$ cat config.mk
export PLATFORM = sky130hd
export DESIGN_NAME = key_scan_ctrl
export DESIGN_NICKNAME = d
export VERILOG_FILES = /design/src/rtl/key_scan_ctrl.sv
export SDC_FILE = /design/constraint.sdc
export NUM_CORES = 1
export LEC_CHECK = 0
export BUFFER_PORTS_ARGS = -buffer_cell sky130_fd_sc_hd__buf_4
export CAP_MARGIN = 10
export CORE_UTILIZATION = 38
export CTS_CLUSTER_SIZE = 16
export DETAILED_ROUTE_END_ITERATION = 16
export PLACE_DENSITY_LB_ADDON = 0.08
export SLEW_MARGIN = 20
export SYNTH_ARGS = -nofsm -noshare
export SYNTH_HDL_FRONTEND = slang
export SYNTH_SLANG_ARGS = --single-unit
$ cat constraint.sdc
create_clock -name clk -period 5.8 [get_ports clk]
set_clock_uncertainty 0.15 [all_clocks]
set_input_delay 0.58 -clock clk [delete_from_list [all_inputs] [get_ports clk]]
set_output_delay 0.58 -clock clk [all_outputs]
set_load 0.005 [all_outputs]
$ cat src/rtl/key_scan_ctrl.sv
// Purpose : matrix keypad scanner: strobes one-cold columns, debounces a closed
//           key, hands its code to a consumer and waits for the key to be released.
// Latency : row_n fall -> latch_en <= 2 + SCAN_DIV*COLS + DEBOUNCE + 1 clk cycles.
// Backpr. : no stall; data_ready stays high until data_ack; a new key overwrites and flags overrun.
// Ports   : clk (state on falling edge), rst (sync, active-high), row_n[ROWS] raw rows (active-low),
//           col_n[COLS] one-cold strobes, key_code = row*COLS+col, latch_en load pulse,
//           data_ready / data_ack consumer handshake, overrun sticky lost-key flag.
module key_scan_ctrl #(
  parameter  int ROWS     = 4,
  parameter  int COLS     = 4,
  parameter  int SCAN_DIV = 1000,
  parameter  int DEBOUNCE = 16,
  localparam int CODE_W   = (ROWS * COLS > 1) ? $clog2(ROWS * COLS) : 1
) (
  input  logic              clk,
  input  logic              rst,
  input  logic [ROWS-1:0]   row_n,
  output logic [COLS-1:0]   col_n,
  output logic [CODE_W-1:0] key_code,
  output logic              latch_en,
  output logic              data_ready,
  input  logic              data_ack,
  output logic              overrun
);

  localparam int RW = (ROWS > 1) ? $clog2(ROWS) : 1;
  localparam int CW = $clog2(COLS);
  localparam int DW = (SCAN_DIV > 1) ? $clog2(SCAN_DIV) : 1;
  localparam int NW = $clog2(DEBOUNCE + 1);

  localparam logic [1:0] S_SCAN  = 2'd0;
  localparam logic [1:0] S_DEB   = 2'd1;
  localparam logic [1:0] S_LATCH = 2'd2;
  localparam logic [1:0] S_REL   = 2'd3;

  localparam logic [DW-1:0] DWELL_LAST = DW'(SCAN_DIV - 1);
  localparam logic [NW-1:0] CNT_LAST   = NW'(DEBOUNCE - 1);
  localparam logic [CW-1:0] COL_LAST   = CW'(COLS - 1);

  logic [ROWS-1:0]   rs1_q, rs_q;
  logic [1:0]        state_q, state_d;
  logic [DW-1:0]     dwell_q, dwell_d;
  logic [NW-1:0]     cnt_q, cnt_d;
  logic [CW-1:0]     col_q, col_d;
  logic [RW-1:0]     row_q, row_d;
  logic [COLS-1:0]   col_n_q, col_n_d;
  logic [CODE_W-1:0] key_code_q, key_code_d;
  logic              data_ready_q, data_ready_d;
  logic              overrun_q, overrun_d;

  logic [CW-1:0]     col_inc;
  logic [RW-1:0]     low_row;
  logic              any_low;
  logic              row_bit;
  logic [CODE_W-1:0] code_now;

  assign col_inc  = (col_q == COL_LAST) ? '0 : col_q + CW'(1);
  assign any_low  = ~&rs_q;
  assign row_bit  = rs_q[row_q];
  assign code_now = CODE_W'(row_q) * CODE_W'(COLS) + CODE_W'(col_q);

  // Descending scan so the last assignment is the lowest-index closed row.
  always_comb begin
    low_row = '0;
    for (int i = ROWS - 1; i >= 0; i--) begin
      if (!rs_q[i]) low_row = RW'(i);
    end
  end

  always_comb begin
    state_d = state_q;
    dwell_d = dwell_q;
    cnt_d   = cnt_q;
    col_d   = col_q;
    row_d   = row_q;
    case (state_q)
      S_SCAN: begin
        if (dwell_q == DWELL_LAST) begin
          dwell_d = '0;
          if (any_low) begin
            row_d   = low_row;
            cnt_d   = '0;
            state_d = S_DEB;
          end else begin
            col_d = col_inc;
          end
        end else begin
          dwell_d = dwell_q + DW'(1);
        end
      end
      S_DEB: begin
        if (!row_bit) begin
          if (cnt_q == CNT_LAST) state_d = S_LATCH;
          else                   cnt_d   = cnt_q + NW'(1);
        end else begin
          // Bounce: give up on this column and move on.
          state_d = S_SCAN;
          col_d   = col_inc;
          dwell_d = '0;
        end
      end
      S_LATCH: begin
        state_d = S_REL;
        cnt_d   = '0;
      end
      S_REL: begin
        // Only the captured row is watched; other keys are ignored here.
        if (row_bit) begin
          if (cnt_q == CNT_LAST) begin
            state_d = S_SCAN;
            col_d   = col_inc;
            dwell_d = '0;
            cnt_d   = '0;
          end else begin
            cnt_d = cnt_q + NW'(1);
          end
        end else begin
          cnt_d = '0;
        end
      end
      default: begin
        state_d = S_SCAN;
        dwell_d = '0;
        cnt_d   = '0;
      end
    endcase
  end

  // Strobe is registered from col_d so the output pins never glitch.
  assign col_n_d = ~(COLS'(1) << col_d);

  always_comb begin
    key_code_d   = key_code_q;
    data_ready_d = data_ready_q;
    overrun_d    = overrun_q;
    if (state_q == S_LATCH) begin
      key_code_d   = code_now;
      data_ready_d = 1'b1;
      // An ack on the latch cycle consumes the old key, so nothing is lost.
      if (data_ready_q && !data_ack) overrun_d = 1'b1;
      else if (data_ack)             overrun_d = 1'b0;
    end else if (data_ack) begin
      data_ready_d = 1'b0;
      overrun_d    = 1'b0;
    end
  end

  always_ff @(negedge clk) begin
    if (rst) begin
      rs1_q        <= '1;
      rs_q         <= '1;
      state_q      <= S_SCAN;
      dwell_q      <= '0;
      cnt_q        <= '0;
      col_q        <= '0;
      row_q        <= '0;
      col_n_q      <= ~COLS'(1);
      key_code_q   <= '0;
      data_ready_q <= 1'b0;
      overrun_q    <= 1'b0;
    end else begin
      rs1_q        <= row_n;
      rs_q         <= rs1_q;
      state_q      <= state_d;
      dwell_q      <= dwell_d;
      cnt_q        <= cnt_d;
      col_q        <= col_d;
      row_q        <= row_d;
      col_n_q      <= col_n_d;
      key_code_q   <= key_code_d;
      data_ready_q <= data_ready_d;
      overrun_q    <= overrun_d;
    end
  end

  assign col_n      = col_n_q;
  assign key_code   = key_code_q;
  assign latch_en   = (state_q == S_LATCH);
  assign data_ready = data_ready_q;
  assign overrun    = overrun_q;

endmodule
==> impl_metrics.toml <==
[clock_tree]
hold_buffers = 0
clk_path_buf_depth = 2
cts_sinks = 39
cts_tree = "built"
root_buffer = "clkbuf_8"
ctsResizeCount = 0
cts_setup_buffers = 0
clk_pin_slew_ns = 0.03
numCtsBuffers = 5
clock_latency_ns = 0.37
h-tree-depth = 2

[synth]
ys_seq_area_frac = 0.4342
yosysMostFrequentCell = "dfxtp_1"
async_flop_share = 0
synth-edff-count = 0
ys.flop_type = "dfxtp_1"
synthXorXnorAreaFrac = 0.02923
synth-seq-cells = 39
yosysTopAreaCellShare = 0.4342
ys.warnings.count = 0
synth_cell_types = 49
synth_area_um2 = 1798
yosys.area.top_type = "dfxtp_1"
synthAdderAreaFrac = 0.03479
synth_top_family_by_area = "simple AND/OR/NAND/NOR gates"
synthSimpleGateAreaFrac = 0.2540
syn_inst = 197
netlist_top_cells_area = "dfxtp_1 43%, a21oi_1 4.5%, nand2_1 3.5%"
syn_nets = 209
synth-compound-area-share = 0.1566
synthTopCellsByCount = "39 x dfxtp_1, 17 x nand2_1, 16 x a21oi_1"
syn_avg_cell_area_um2 = 9.127
synth.area.mux_share = 0.05150

[place]
dp_cells = 258
dp_hpwl_mm = 2.595
port_buffers = 17
place_congestion = 0.7946

[global_route]
grt_first_pass_wirelength_mm = 6.479
grt_usage = 0.1654
antenna_found_initial = 0
grt_pass1_vias = 1557
grt.overflow.total = 0
grt_max_degree = 37

[floorplan]
dieArea_um2 = 5011
initial_utilization = 0.4046
ios = 18
die_y_um = 70.79
die-width_um = 70.79
rows = 24
core_um2 = 4444

[detailed_routing]
avgViaCountPerCell = 5.342
routed_wirelength_mm = 3.942
wire_per_inst_um = 12.97
drc = 0
dr.pass1.iters = 4
ant_nets = 0
drtIter0Drc = 87
vias = 1624

[sta]
hold_violations = 0
slew_violations = 0
tightest_slew_ns = 0.5960
setup_viol = 0
rsz0062_at_grt = "no"
slew-limit-headroom = 0.5994
timing.setup.tns_ns = 0

[final_layout]
fin_cells = 304
layout-drive-gt1-share = 0.1548
fill_cells = 433
fin_util = 0.4955
syn_to_final_growth_pct = 22.48
num_antenna_cells = 0
nets = 263

[critical_path]
cp_data_arrival_time_ns = 4.34
critPathCaptureType = "primary output"
cp.required_ns = 5.07
crit_type = "reg2out"
worstPathMaxFanout = 10
cp-start-kind = "register"

[power]
ir_worst_vdd_mv = 0.1227
power_density_nw_per_um2 = 280.8
leakage_nw = 0.9944

[worst_hold_path]
hold_class = "reg2reg"

[flow_run]
maxCapViolCount = 0

[run_status]
status = "finished clean"
## cell usage in the layout, fill, tap and decap left out, types with 5 or more instances in the layout
cell type / netlist / layout
buf_4: 0 / 17
or2_2: 8 / 8
nand3_1: 8 / 8
dfxtp_1: 39 / 39
inv_1: 9 / 49
ha_1: 5 / 5
clkbuf_8: 0 / 5
nand2_1: 17 / 17
nor3_1: 6 / 6
a21oi_1: 16 / 16
xnor2_1: 6 / 6
nor2_1: 15 / 15
## per-layer routing
metal | vias to the layer above | wire length (µm) | GRT usage
met5 | - | 0 | 0
met4 | 0 | 55 | 0.1244
met3 | 6 | 168 | 0.07265
met2 | 36 | 1834 | 0.2404
met1 | 767 | 1883 | 0.1920
li1 | 815 | - | -
## worst max-delay path: stages (launching register included)
cell and delay, ns:
dfxtp_1 0.49, nand2b_1 0.28, inv_1 0.16, buf_4 0.17
## cell type report
class | count | area [µm²] | area share
timing repair buffer | 17 | 127.6 | 0.05795
clock inverter | 42 | 183.9 | 0.08352
tap | 52 | 65.06 | 0.02955
clock buffer | 5 | 68.82 | 0.03125
multi-input combinational | 141 | 945.9 | 0.4295
sequential | 39 | 780.7 | 0.3545
inverter | 8 | 30.03 | 0.01364
## kinds of logic after synthesis
group                    after synthesis
flip-flops                            39
XOR/XNOR                               6
AO/OA/AOI/OAI                         41
adder cells (fa/ha/maj)                5
AND/OR/NAND/NOR                       82
multiplexers                           7
buffers and inverters                 17
## where the power goes
| group | switching, W | internal, W |
|---|---|---|
| Sequential | 0.00000358 | 0.000275 |
| Clock | 0.000161 | 0.000161 |
| Combinational | 0.00000961 | 0.00000903 |
## state kept, by name, summed over array words and instances, names as in the netlist, named ones only
signal,count
dwell_q,10
cnt_q,5
col_n,4
key_code,4
rs1_q,4
rs_q,4
col_q,2
row_q,2
data_ready,1
overrun,1
state_q,1
## per-stage QoR
stage               setup slack [ns]  power (W)  hold slack, ns  cell area [µm²]
finish                        0.7304  0.0006183          0.2519             2202
global route                  0.6460  0.0006633          0.2607             2202
floorplan                      1.241  0.0003364          0.2395             1798
CTS                           0.7417  0.0006313          0.2522             2202
global placement               1.180  0.0003417          0.2434             1953
detailed placement             1.111  0.0003425          0.2441             1953
## path summary, 6_finish.rpt
path | start | endpoint | slack (ns) | depth (start not counted)
min | rs1_q[3] | rs_q[3] | 0.25 | 1
min reg2reg | rs1_q[3] | rs_q[3] | 0.25 | 1
max | state_q[0] | latch_en | 0.73 | 3
max reg2reg | cnt_q[0] | dwell_q[9] | 3.50 | 8
No activity file was read; power rests on OpenSTA's default activity.
